### src/rtl/i2c_txn_monitor.sv
// Passive I2C monitor: decodes register reads/writes to one slave address into
// per-byte transaction records; never drives the bus.
module i2c_txn_monitor #(
    parameter logic [6:0]  DEV_ADDR      = 7'h40,
    parameter int unsigned STALL_TIMEOUT = 100000
) (
    input  logic       clk,
    input  logic       rst,
    input  logic       scl,
    input  logic       sda,
    output logic       txn_valid,
    output logic       txn_is_read,
    output logic [7:0] txn_addr,
    output logic [7:0] txn_wdata,
    output logic [7:0] txn_rdata,
    output logic       bus_busy,
    output logic       protocol_err,
    output logic [2:0] dbg_state
);

    typedef enum logic [2:0] {
        S_IDLE   = 3'd0,
        S_DEVADR = 3'd1,
        S_REGADR = 3'd2,
        S_WDATA  = 3'd3,
        S_RDATA  = 3'd4,
        S_SKIP   = 3'd5
    } state_t;

    state_t      r_state;
    logic        r_scl_s1, r_scl_s2, r_scl_d;
    logic        r_sda_s1, r_sda_s2, r_sda_d;
    logic [7:0]  r_shift;
    logic [3:0]  r_cnt;
    logic        r_bit_seen;
    logic [7:0]  r_ptr;
    logic [31:0] r_stall_cnt;
    logic        r_busy;
    logic        r_txn_valid, r_txn_is_read, r_perr;
    logic [7:0]  r_txn_addr, r_txn_wdata, r_txn_rdata;

    logic w_scl_rise, w_scl_fall, w_start, w_stop, w_ack, w_timeout;

    always_ff @(posedge clk) begin
        if (rst) begin
            r_scl_s1 <= 1'b1;
            r_scl_s2 <= 1'b1;
            r_scl_d  <= 1'b1;
            r_sda_s1 <= 1'b1;
            r_sda_s2 <= 1'b1;
            r_sda_d  <= 1'b1;
        end else begin
            r_scl_s1 <= scl;
            r_scl_s2 <= r_scl_s1;
            r_scl_d  <= r_scl_s2;
            r_sda_s1 <= sda;
            r_sda_s2 <= r_sda_s1;
            r_sda_d  <= r_sda_s2;
        end
    end

    assign w_scl_rise = r_scl_s2 & ~r_scl_d;
    assign w_scl_fall = ~r_scl_s2 & r_scl_d;
    assign w_start    = r_scl_s2 & r_scl_d & ~r_sda_s2 & r_sda_d;
    assign w_stop     = r_scl_s2 & r_scl_d & r_sda_s2 & ~r_sda_d;
    assign w_ack      = ~r_sda_s2;
    assign w_timeout  = r_busy && (r_stall_cnt == STALL_TIMEOUT);

    // r_cnt counts completed bits (advanced on the falling edge), so the SCL rise
    // that precedes a STOP or repeated START after an ACK leaves the counter at 0.
    always_ff @(posedge clk) begin
        if (rst) begin
            r_state       <= S_IDLE;
            r_shift       <= 8'h00;
            r_cnt         <= 4'd0;
            r_bit_seen    <= 1'b0;
            r_ptr         <= 8'h00;
            r_stall_cnt   <= 32'd0;
            r_busy        <= 1'b0;
            r_txn_valid   <= 1'b0;
            r_txn_is_read <= 1'b0;
            r_txn_addr    <= 8'h00;
            r_txn_wdata   <= 8'h00;
            r_txn_rdata   <= 8'h00;
            r_perr        <= 1'b0;
        end else begin
            r_txn_valid <= 1'b0;
            r_perr      <= 1'b0;

            if (!r_busy || w_scl_rise || w_scl_fall || w_start || w_stop)
                r_stall_cnt <= 32'd0;
            else
                r_stall_cnt <= r_stall_cnt + 32'd1;

            if (w_timeout) begin
                r_perr      <= 1'b1;
                r_state     <= S_IDLE;
                r_busy      <= 1'b0;
                r_cnt       <= 4'd0;
                r_bit_seen  <= 1'b0;
                r_stall_cnt <= 32'd0;
            end else if (w_start) begin
                if (r_cnt != 4'd0)
                    r_perr <= 1'b1;
                r_state    <= S_DEVADR;
                r_busy     <= 1'b1;
                r_cnt      <= 4'd0;
                r_bit_seen <= 1'b0;
            end else if (w_stop) begin
                if (r_cnt != 4'd0)
                    r_perr <= 1'b1;
                r_state    <= S_IDLE;
                r_busy     <= 1'b0;
                r_cnt      <= 4'd0;
                r_bit_seen <= 1'b0;
            end else if (r_state != S_IDLE) begin
                if (w_scl_rise) begin
                    r_bit_seen <= 1'b1;
                    if (r_cnt != 4'd8) begin
                        r_shift <= {r_shift[6:0], r_sda_s2};
                    end else begin
                        case (r_state)
                            S_DEVADR: begin
                                if (r_shift[7:1] == DEV_ADDR && w_ack)
                                    r_state <= r_shift[0] ? S_RDATA : S_REGADR;
                                else
                                    r_state <= S_SKIP;
                            end
                            S_REGADR: begin
                                if (w_ack) begin
                                    r_ptr   <= r_shift;
                                    r_state <= S_WDATA;
                                end else begin
                                    r_state <= S_SKIP;
                                end
                            end
                            S_WDATA: begin
                                if (w_ack) begin
                                    r_txn_valid   <= 1'b1;
                                    r_txn_is_read <= 1'b0;
                                    r_txn_addr    <= r_ptr;
                                    r_txn_wdata   <= r_shift;
                                    r_txn_rdata   <= 8'h00;
                                    r_ptr         <= r_ptr + 8'd1;
                                end else begin
                                    r_state <= S_SKIP;
                                end
                            end
                            S_RDATA: begin
                                r_txn_valid   <= 1'b1;
                                r_txn_is_read <= 1'b1;
                                r_txn_addr    <= r_ptr;
                                r_txn_wdata   <= 8'h00;
                                r_txn_rdata   <= r_shift;
                                r_ptr         <= r_ptr + 8'd1;
                                if (!w_ack)
                                    r_state <= S_SKIP;
                            end
                            default: ;
                        endcase
                    end
                end else if (w_scl_fall && r_bit_seen) begin
                    r_bit_seen <= 1'b0;
                    r_cnt      <= (r_cnt == 4'd8) ? 4'd0 : r_cnt + 4'd1;
                end
            end
        end
    end

    assign txn_valid    = r_txn_valid;
    assign txn_is_read  = r_txn_is_read;
    assign txn_addr     = r_txn_addr;
    assign txn_wdata    = r_txn_wdata;
    assign txn_rdata    = r_txn_rdata;
    assign bus_busy     = r_busy;
    assign protocol_err = r_perr;
    assign dbg_state    = r_state;

endmodule

### config.mk
export PLATFORM = sky130hd
export DESIGN_NAME = i2c_txn_monitor
export DESIGN_NICKNAME = d
export VERILOG_FILES = /design/src/rtl/i2c_txn_monitor.sv
export SDC_FILE = /design/constraint.sdc
export NUM_CORES = 1
export LEC_CHECK = 0
export ABC_AREA = 1
export CAP_MARGIN = 20
export CORE_AREA = 2 2 118 120
export DETAILED_ROUTE_END_ITERATION = 16
export DIE_AREA = 0 0 120 122
export MAX_ROUTING_LAYER = met4
export PLACE_DENSITY = 0.57
export SYNTH_ARGS = -nofsm -noshare
export SYNTH_HDL_FRONTEND = slang
export SYNTH_SLANG_ARGS = --single-unit
### constraint.sdc
create_clock -name clk -period 2.85 [get_ports clk]
set_input_delay 0.855 -clock clk [delete_from_list [all_inputs] [get_ports clk]]
set_output_delay 0.855 -clock clk [all_outputs]
set_load 0.02 [all_outputs]
Word-level counts from Yosys, hierarchy flattened
Index checks and enable logic that the tools add are counted.
Widths: inputs -> output; s select.
Word-level totals
  output and inout port bits: 31
  register bits: 90
Cells by class
  bitwise logic cells: 17
  reductions and logical operators: 30
  multiplexer cells: 31
  $add $sub $neg: 3
  equality and inequality tests: 13
Operators with widths (number)
  $pmux 8 s2: 3
  $add 32x1->32 const B: 1
  $eq 32x17->1 const B: 1
  $mux 8: 4
  $pmux 8 s3: 1
  $mux 1: 15
  $reduce_bool 3->1: 5
  $mux 3: 4
  $not 1->1: 10
  $reduce_and 5->1: 2
  $pmux 3 s3: 1
  $reduce_and 9->1: 1
  $add 8x1->8 const B: 1
  $reduce_and 8->1: 1
  $and 1x1->1: 7
  $eq 7x7->1 const B: 1
  $reduce_or 7->1: 1
  $eq 3x2->1 const B: 2
  $reduce_and 6->1: 1
  $reduce_bool 2->1: 3
  $reduce_bool 5->1: 1
  $add 4x1->4 const B: 1
  $eq 4x4->1 const B: 1
  $logic_or 1x1->1: 4
  other kinds (17): 22

Logic depth before layout (Yosys ltp)
Gate-level depths: netlist of run 1.
  word-level depth: 9
  depth in mapped cells: 12
  depth with buffers taken out: 12

Least setup slack after synthesis of run 1
No wires, ideal clock.
  path type: input -> register
  start point: input port rst
  end point: register r_stall_cnt[20]
  data arrival time: 1.600 ns
  stages on the path: 7
  buffers on the path: 2
  slack: 1.137 ns
  data required time: 2.737 ns
  path through: clkbuf_1 > inv_2 > nand2_1 > inv_2 > nand3_2 > buf_4 > nor2_1
Between the ends
  cells in the longest elaborated chain, start to end: 1
Ends and longest elaborated chain
  start, declared: line 8  | input logic rst,
  $reduce_or 3->1 (no source line)
  end signal, assigned: line 93  | r_stall_cnt <= r_stall_cnt + 32'd1;
  end, declared: line 37  | logic [31:0] r_stall_cnt;
Every way passes these cells.
A chain may end at the register's enable or synchronous reset.

Final worst setup path of run 1
  start point: register r_state[1] (netlist: dbg_state[1])
  end point: output port dbg_state[1]
RTL lines
  start, declared: line 30  | state_t r_state;
  start signal, assigned: line 125  | r_state <= r_shift[0] ? S_RDATA : S_REGADR;
  end, declared: line 18  | output logic [2:0] dbg_state
No word-level cell between the ends.

==> impl_results.md, run 1 <==
* Outcome: complete, no violations
* CP Capture Point: dbg_state[1]
* CP Launch Type: flip-flop
* Mapped Nets at 699
* Global-route usage over all layers at 0.163
* Aggregate global routing overflow at 0
* Clk_lat worst skew at 0.34 ns
* IO Port Bufs at 34
* N_diodes at 0
* Worst path buffer plus inverter count at 1
* DP HPWL at 8030 microns
* FF-to-FF setup slack at 0.80 ns
* Primary FF master, synth: dfxtp_1
* Worst slew margin at 0.549
* Vias per Instance at 4.68
* Vias at 4227
* DR WL/cell at 11.9 microns
* CTS tree: built
* TritonRoute pass-1 iters at 5
* Slew @ Worst Pin at 0.670 ns
* Fin. max-slew vios at 0
* Top post-synthesis cells by count: nand2_1, nor2_1, dfxtp_1, inv_1
* Synth cell types at 32
* CTS sink count at 90
* Sequential area share after synthesis at 0.392
* Clk slew on worst S/H paths at 0.07 ns
* Clock Skew at 0.00772 ns
* Synth Register Bits at 90
* Crit-path max FO at 8
* Slowest cell on crit path: clkdlybuf4s50_1
* I/O pins at 35
* Post-CTS Setup Inserts at 0
* Crit-path cells: clkdlybuf4s50_1
* Area leader, netlist: dfxtp_1
* RePlAce Congestion at 0.878
* Final Cycle Share at 0.832
* Worst Setup End Kind: output pin
* DIE AREA at 14600 sq um
* Minimum clock period at 2.37 ns
* CTS hold repair buffers at 0
* Root buf cell: clkbuf_16
* CTS max path bufs at 2
* Final instance area at 5360 sq um
* Setup TNS at 0 ns
* WP data required at 2.00 ns
* Share of layout cells above drive strength 1 at 0.0746
* Top delay family on crit path: buffers and inverters
* Synth Area per Inst at 6.66 sq um
* Initial cell density of the core at 0.340
* Final-layout fill cell count at 1436
* Die X at 120 microns
* Synth Instances at 690
* FFs w/ async S/R, synth at 0
* Die Y at 122 microns
* Post-synth top area share at 0.392
* Total internal power at 1.91 mW
* Clock power frac at 0.463
* F_max at 0.422 GHz
* Critical R2R Launch: r_stall_cnt[0]
* WS Path Type: reg -> out
* Worst R2R Path Depth at 11
* Post-CTS sizing at 0
* Largest net degree at the start of global routing at 33
* Initial antenna violation count at 0
* R2r endpoint: r_stall_cnt[13]
* Total power density per cell area at 463 nW/um^2
* Top area cells in the synthesized netlist: dfxtp_1, nand2_1, nor2_1
* Worst IR Drop VDD at 0.268 mV
* Final Hold Viols at 0
* Combinational power share at 0.024
* CORE AREA at 13500 sq um
* Hold WC Path Type: reg -> reg
* Most common cell in the netlist: nand2_1
* Setup crit start: dbg_state[1]
* Placed cell area at 5080 sq um
* DRC violations left at 0
* H-tree levels at 3
* Post-route ant nets at 0
* Post-synth EDFFs at 0
* Cell row count at 43
* Crit. path cell count at 1
* Number of DRC markers in iteration 0 at 197
* Static leakage at 2.09 nW
* Routed Wire Length at 10800 microns
* First-pass GRT wire length at 18700 microns
* Largest stage delay on the critical path at 0.67 ns
* Synth-to-layout area growth at 16.7%
* Final setup violation count at 0
* Reg power frac at 0.512
* Sw frac at 0.230
* Vias in the first global route at 4133
* Final-stage net count at 728
* Clock buffer count from CTS at 9
* Psw at 570 uW
* Synth warn at 0
* CP arrival at 1.52 ns
* RSZ-0062 raised after global routing: no
* Synthesized area at 4600 sq um
* Total of max-cap violations at 0
-- per-layer routing --
metal  vias up  track usage  part of all wire
li1       2216            -                 -
met1      1941        0.183              0.45
met2        58        0.284              0.50
met3        12       0.0431             0.034
met4         0       0.0522             0.012
met5         -            -                 0
-- sequential cells by signal (all words and copies together), names as in the netlist, 3 cells and up --
register / count
r_ptr: 8
r_shift: 8
dbg_state: 3
txn_addr: 8
txn_rdata: 8
r_cnt: 4
txn_wdata: 8
r_stall_cnt: 32
-- cell usage in the layout, fill, tap and decap left out --
master	count
xor2_1	20
dfxtp_1	90
nor2_2	5
nand4_1	34
nand3_1	34
nor2_1	129
nand2_2	5
buf_4	5
clkbuf_16	9
clkdlybuf4s50_1	34
clkbuf_1	1
nor2_8	1
nor3_2	1
inv_1	82
ha_1	5
inv_6	4
o21ai_0	8
o22ai_1	1
nand4_2	1
nand3_2	4
clkinvlp_4	1
xnor2_1	3
nand2_4	1
clkbuf_8	1
o21ai_1	1
inv_2	7
nor4_1	1
nor2_4	1
nand2_1	186
a21oi_1	24
nand3_4	2
nand2b_1	1
or2_2	4
nor3_1	16
a21oi_2	2
-- power groups by stage --
stage                     logic [mW]  clock network, mW  registers (mW)
after floorplan               0.0400                  0            1.30
after global routing          0.0684               1.24            1.27
after global placement        0.0597                  0            1.30
after CTS                     0.0609               1.19            1.27
after detailed placement      0.0606                  0            1.30
final                         0.0600               1.15            1.27
-- stage by stage --
stage	utilization	cells	hold WS, ns	setup WS [ns]	total power [mW]
6_report	0.397	904	0.413	0.480	2.48
3_3_place_gp	0.376	888	0.395	0.378	1.36
3_5_place_dp	0.376	888	0.401	0.316	1.36
2_1_floorplan	-	690	0.389	1.14	1.34
4_1_cts	0.397	904	0.417	0.446	2.52
5_1_grt	0.397	904	0.433	0.398	2.58
-- how the worst min path moves through the flow --
stage,startpoint,end,slack [ns],cells after the start
floorplan,r_scl_s1,r_scl_s2,0.39,1
global placement,r_sda_s1,r_sda_s2,0.39,1
detailed placement,r_scl_s1,r_scl_s2,0.40,1
CTS,r_scl_s1,r_scl_s2,0.42,1
global route,r_scl_s1,r_scl_s2,0.43,1
finish,r_scl_s1,r_scl_s2,0.41,1
-- cell type report --
| cell class | count | area [sq um] | area share |
|---|---|---|---|
| Clock buffer | 11 | 243 | 0.0453 |
| Clock inverter | 5 | 42.5 | 0.00793 |
| Inverter | 89 | 334 | 0.0623 |
| Multi-Input combinational cell | 490 | 2340 | 0.436 |
| Sequential cell | 90 | 1800 | 0.336 |
| Tap cell | 180 | 225 | 0.0420 |
| Timing Repair Buffer | 39 | 378 | 0.0705 |
-- kinds of logic (layout without fill, tap and decap cells) --
logic type	after synthesis	count (layout)	synth area share
and+or+nand+nor	426	426	0.410
buffers and inverters	110	144	0.0993
DFF	90	90	0.392
AOI/OAI and AO/OA	36	36	0.0411
xor gates and xnor gates	23	23	0.0438
adders and majority gates	5	5	0.0136
Power figures use the tool's default switching activity.
==> inputs of run 2 (changes only) <==
--- a/config.mk
+++ b/config.mk
@@ -11,7 +11,7 @@
 export DETAILED_ROUTE_END_ITERATION = 16
 export DIE_AREA = 0 0 120 122
 export MAX_ROUTING_LAYER = met4
-export PLACE_DENSITY = 0.57
+export PLACE_DENSITY = 0.59
 export SYNTH_ARGS = -nofsm -noshare
 export SYNTH_HDL_FRONTEND = slang
 export SYNTH_SLANG_ARGS = --single-unit
==> constraint.sdc (replaced) <==
create_clock -name clk -period 2.15 [get_ports clk]
set_input_delay 0.645 -clock clk [delete_from_list [all_inputs] [get_ports clk]]
set_output_delay 0.645 -clock clk [all_outputs]
set_load 0.02 [all_outputs]
==> run 2 against run 1 <==
Clock-buffer cell count down 2. Critical path depth unchanged. Core utilization is 0.40 points higher. Cell count grew 0.22%. Highest routed layer unchanged. Final area up 1.0%. Hold slack got worse by 0.0011 ns. Largest power group unchanged. Critical path type unchanged. Routed wire length decreased by 1.2%.
==> impl_results.md, run 2 (same netlist as run 1, synthesis figures left out) <==
* Placed cell area at 5100 sq um (was 5080 sq um)
* Clock power frac at 0.482 (was 0.463)
* I/O pins at 35 (unchanged)
* Worst slew margin at 0.537 (was 0.549)
* CP Launch Type: flip-flop (unchanged)
* Worst IR Drop VDD at 0.454 mV (was 0.268 mV)
* Psw at 783 uW (was 570 uW)
* Clock buffer count from CTS at 9 (unchanged)
* CP arrival at 1.40 ns (was 1.52 ns)
* Share of layout cells above drive strength 1 at 0.0799 (was 0.0746)
* Initial cell density of the core at 0.340 (unchanged)
* Total of max-cap violations at 0 (unchanged)
* N_diodes at 0 (unchanged)
* Clk slew on worst S/H paths at 0.07 ns (about the same)
* Final-layout fill cell count at 1438 (was 1436)
* Vias in the first global route at 3967 (was 4133)
* Crit-path cells: clkdlybuf4s50_1 (unchanged)
* Fin. max-slew vios at 0 (unchanged)
* Static leakage at 2.15 nW (was 2.09 nW)
* WS Path Type: reg -> out (unchanged)
* Die Y at 122 microns (unchanged)
* Combinational power share at 0.024 (about the same)
* Vias per Instance at 4.52 (was 4.68)
* Setup TNS at 0 ns (unchanged)
* TritonRoute pass-1 iters at 5 (unchanged)
* Top delay family on crit path: buffers and inverters (unchanged)
* F_max at 0.488 GHz
* Final instance area at 5420 sq um (was 5360 sq um)
* CTS tree: built (unchanged)
* Cell row count at 43 (unchanged)
* CTS sink count at 90 (unchanged)
* Slew @ Worst Pin at 0.688 ns (was 0.670 ns)
* Hold Path Stages at 1 (unchanged)
* WP data required at 1.50 ns (was 2.00 ns)
* Worst Setup End Kind: output pin (unchanged)
* Final Hold Viols at 0 (unchanged)
* Total power density per cell area at 630 nW/um^2 (was 463 nW/um^2)
* First-pass GRT wire length at 18200 microns (was 18700 microns)
* H-tree levels at 3 (unchanged)
* CTS hold repair buffers at 0 (unchanged)
* Largest net degree at the start of global routing at 33 (unchanged)
* Biggest register: r_stall_cnt (unchanged)
* Reg power frac at 0.494 (was 0.512)
* Final-stage net count at 730 (was 728)
* Post-route ant nets at 0 (unchanged)
* Crit. path cell count at 1 (unchanged)
* Aggregate global routing overflow at 0 (unchanged)
* Root buf cell: clkbuf_16 (unchanged)
* DR WL/cell at 11.8 microns (was 11.9 microns)
* Largest stage delay on the critical path at 0.63 ns (was 0.67 ns)
* Initial antenna violation count at 0 (unchanged)
* RePlAce Congestion at 0.834 (was 0.878)
* Number of DRC markers in iteration 0 at 196 (was 197)
* Final setup violation count at 0 (unchanged)
* Commonest non-fill, non-tap cell in the layout: nand2_1 (unchanged)
* IO Port Bufs at 34 (unchanged)
* Worst R2R Path Depth at 10 (was 11)
* Total internal power at 2.63 mW (was 1.91 mW)
* Crit-path max FO at 8 (unchanged)
* Global-route usage over all layers at 0.160 (was 0.163)
* DP HPWL at 7580 microns (was 8030 microns)
* DIE AREA at 14600 sq um (unchanged)
* Clock Skew at 0.0126 ns (was 0.00772 ns)
* Hold WC Path Type: reg -> reg (unchanged)
* Die X at 120 microns (unchanged)
* Commonest non-fill, non-tap cells in the layout: nand2_1, nor2_1, dfxtp_1 (unchanged)
* Max FFs per register at 32 (unchanged)
* Slowest cell on crit path: clkdlybuf4s50_1 (unchanged)
* Final Cycle Share at 0.953
* RSZ-0062 raised after global routing: no (unchanged)
* Routed Wire Length at 10700 microns (was 10800 microns)
* Utilization after layout at 0.401 (was 0.397)
* Worst path buffer plus inverter count at 1 (unchanged)
* Vias at 4091 (was 4227)
* Sw frac at 0.230 (about the same)
* Synth-to-layout area growth at 17.8% (was 16.7%)
* DRC violations left at 0 (unchanged)
* Place WS at 0.261 ns (was 0.316 ns)
* Setup WS post-layout at 0.101 ns (was 0.480 ns)
* CTS max path bufs at 2 (unchanged)
* WHS at 0.412 ns (was 0.413 ns)
* Minimum clock period at 2.05 ns
* Clk_lat worst skew at 0.35 ns (was 0.34 ns)
* CORE AREA at 13500 sq um (unchanged)
* Outcome: complete, no violations (unchanged)
[run 2: per-layer routing]
| layer | up-vias | share of wire | GRT usage |
|---|---|---|---|
| met5 | - | 0 | - |
| met4 | 0 | 0.0057 | 0.0390 |
| met3 | 6 | 0.029 | 0.0445 |
| met2 | 51 | 0.48 | 0.267 |
| met1 | 1814 | 0.49 | 0.191 |
| li1 | 2220 | - | - |
[run 2: path summary, 6_finish.rpt]
kind                     endpoint           start  slack [ns]
setup / recovery     dbg_state[1]    dbg_state[1]        0.10
hold reg to reg          r_scl_s2        r_scl_s1        0.41
hold / removal           r_scl_s2        r_scl_s1        0.41
setup reg to reg  r_stall_cnt[30]  r_stall_cnt[0]        0.23
[run 2: layout make-up]
| class | instances | area (sq um) | area share |
|---|---|---|---|
| Clock buffer | 9 | 225 | 0.0416 |
| Clock inverter | 7 | 83.8 | 0.0155 |
| Inverter | 89 | 334 | 0.0617 |
| Multi-Input combinational cell | 490 | 2340 | 0.432 |
| Sequential cell | 90 | 1800 | 0.333 |
| Tap cell | 180 | 225 | 0.0416 |
| Timing Repair Buffer | 41 | 407 | 0.0751 |
[run 2: power groups by stage]
stage	Sequential, mW	Combinational [mW]	Clock [mW]
finish	1.68	0.0824	1.64
global route	1.68	0.0932	1.77
CTS	1.68	0.0835	1.70
detailed placement	1.72	0.0831	0
global placement	1.72	0.0833	0
floorplan	1.72	0.0530	0
[run 2: stage by stage]
stage	power, mW	cells
floorplan	1.78	690
global placement	1.81	890
detailed placement	1.81	890
CTS	3.47	906
global route	3.55	906
finish	3.41	906
[run 2: what timing repair did]
item | CTS | global route
hold endpoints to repair | 0 | 0
endpoints found under the setup margin | 2 | 1
gates resized for setup | 2 | 1
buffers inserted | 0 | 0
==> inputs of run 3 (changes only) <==
--- a/config.mk
+++ b/config.mk
@@ -7,11 +7,11 @@
 export LEC_CHECK = 0
 export ABC_AREA = 1
 export CAP_MARGIN = 20
-export CORE_AREA = 2 2 118 120
+export CORE_AREA = 2 2 105 107
 export DETAILED_ROUTE_END_ITERATION = 16
-export DIE_AREA = 0 0 120 122
+export DIE_AREA = 0 0 107 109
 export MAX_ROUTING_LAYER = met4
-export PLACE_DENSITY = 0.59
+export PLACE_DENSITY = 0.7
 export SYNTH_ARGS = -nofsm -noshare
 export SYNTH_HDL_FRONTEND = slang
 export SYNTH_SLANG_ARGS = --single-unit
==> run 3 against run 2 <==
Sequential share of layout area increased by 1.2 points. Power decreased by 16%. Clock skew decreased by 0.0025 ns. Flip-flop and latch count unchanged. Core utilization increased by 9.3 points. Largest power group unchanged. Fmax decreased by 1.3%. Die area decreased by 20%. Routed wire length decreased by 2.2%. Hold slack improved by 0.0041 ns. Setup slack got worse by 0.027 ns. Final area decreased by 3.3%.
==> impl_results.md, run 3 (same netlist as run 1, synthesis figures left out) <==
* Vias per Instance at 4.91 (was 4.52)
* Clock buffer count from CTS at 9 (unchanged)
* DRC violations left at 0 (unchanged)
* Worst IR Drop VDD at 0.301 mV (was 0.454 mV)
* Hold WC Path Type: reg -> reg (unchanged)
* F_max at 0.482 GHz (was 0.488 GHz)
* First-pass GRT wire length at 17600 microns (was 18200 microns)
* TritonRoute pass-1 iters at 6 (was 5)
* Global-route usage over all layers at 0.194 (was 0.160)
* Post-CTS sizing at 3 (was 2)
* Die Y at 109 microns (was 122 microns)
* Final std cells w/o fill at 866 (was 906)
* Setup TNS at 0 ns (unchanged)
* Commonest non-fill, non-tap cell in the layout: nand2_1 (unchanged)
* Final-stage net count at 730 (unchanged)
* N_diodes at 0 (unchanged)
* Synth-to-layout area growth at 13.9% (was 17.8%)
* Worst Setup End Kind: output pin (unchanged)
* Initial antenna violation count at 0 (unchanged)
* Routed Wire Length at 10400 microns (was 10700 microns)
* RSZ-0062 raised after global routing: no (unchanged)
* CORE AREA at 10600 sq um (was 13500 sq um)
* Total power density per cell area at 545 nW/um^2 (was 630 nW/um^2)
* Crit-path cells: clkdlybuf4s50_1 (unchanged)
* CP arrival at 1.43 ns (was 1.40 ns)
* Worst slew margin at 0.600 (was 0.537)
* Share of layout cells above drive strength 1 at 0.0799 (unchanged)
* Final Cycle Share at 0.966 (was 0.953)
* Clk_lat worst skew at 0.38 ns (was 0.35 ns)
* H-tree levels at 3 (unchanged)
* Cell row count at 38 (was 43)
* Commonest non-fill, non-tap cells in the layout: nand2_1, nor2_1, dfxtp_1 (unchanged)
* Clk slew on worst S/H paths at 0.09 ns (was 0.07 ns)
* Post-CTS Setup Inserts at 0 (unchanged)
* Final-layout fill cell count at 1060 (was 1438)
* I/O pins at 35 (unchanged)
* RePlAce Congestion at 0.939 (was 0.834)
* Largest net degree at the start of global routing at 33 (unchanged)
* CP Launch Type: flip-flop (unchanged)
* Post-route ant nets at 0 (unchanged)
* Aggregate global routing overflow at 0 (unchanged)
* DIE AREA at 11700 sq um (was 14600 sq um)
* Initial cell density of the core at 0.434 (was 0.340)
* WS Path Type: reg -> out (unchanged)
* Inst Count DP at 850 (was 890)
* Final setup violation count at 0 (unchanged)
* Clock Skew at 0.0101 ns (was 0.0126 ns)
* Max FFs per register at 32 (unchanged)
* CTS tree: built (unchanged)
* CTS sink count at 90 (unchanged)
* Crit-path max FO at 6 (was 8)
* Slowest cell on crit path: clkdlybuf4s50_1 (unchanged)
* Fin. max-slew vios at 0 (unchanged)
* CTS max path bufs at 2 (unchanged)
* Biggest register: r_stall_cnt (unchanged)
* Vias at 4253 (was 4091)
* DP HPWL at 7540 microns (was 7580 microns)
* Total of max-cap violations at 0 (unchanged)
* Top delay family on crit path: buffers and inverters (unchanged)
* Die X at 107 microns (was 120 microns)
* Worst path buffer plus inverter count at 1 (unchanged)
* Largest stage delay on the critical path at 0.63 ns (about the same)
* Vias in the first global route at 3928 (was 3967)
* WP data required at 1.50 ns (about the same)
* Root buf cell: clkbuf_8 (was clkbuf_16)
* Number of DRC markers in iteration 0 at 251 (was 196)
* Outcome: complete, no violations (unchanged)
* Final Hold Viols at 0 (unchanged)
* Slew @ Worst Pin at 0.594 ns (was 0.688 ns)
* Minimum clock period at 2.08 ns (was 2.05 ns)
* CTS hold repair buffers at 0 (unchanged)
* DR WL/cell at 12.0 microns (was 11.8 microns)
* Static leakage at 2.07 nW (was 2.15 nW)
* IO Port Bufs at 34 (unchanged)
[run 3: cell type report]
class                      count  area [sq um]  share of cell area
sequential                    90          1800               0.345
clock inverter                 6          47.5             0.00908
tap                          140           175              0.0335
timing repair buffer          41           404              0.0772
clock buffer                  10           128              0.0244
multi-input combinational    490          2340               0.448
inverter                      89           334              0.0638
[run 3: path summary, 6_finish.rpt]
check               startpoint           end  slack, ns  cells after the start
setup / recovery  dbg_state[0]  dbg_state[0]       0.07                      1
hold / removal        r_scl_s1      r_scl_s2       0.42                      1
setup reg to reg      r_cnt[0]      r_ptr[1]       0.29                      9
hold reg to reg       r_scl_s1      r_scl_s2       0.42                      1
[run 3: routing by layer]
metal / up-vias / track usage / wire, microns
met5: - / - / 0
met4: 0 / 0.0538 / 133
met3: 15 / 0.0478 / 440
met2: 89 / 0.333 / 5100
met1: 1930 / 0.228 / 4740
li1: 2219 / - / -
[run 3: report_power, final]
group          switching, mW  internal (mW)  total [mW]
Clock                  0.650          0.437        1.09
Combinational         0.0530         0.0273      0.0803
Sequential            0.0103           1.67        1.68
[run 3: stage by stage]
step / total power [mW] / hold WS (ns) / setup WS (ns) / util / cell area, sq um
CTS: 2.89 / 0.420 / 0.0526 / 0.493 / 5230
global route: 2.96 / 0.433 / 0.00156 / 0.494 / 5240
floorplan: 1.78 / 0.389 / 0.517 / - / 4600
detailed placement: 1.80 / 0.396 / 0.231 / 0.477 / 5050
global placement: 1.80 / 0.390 / 0.275 / 0.477 / 5050
finish: 2.85 / 0.416 / 0.0741 / 0.494 / 5240
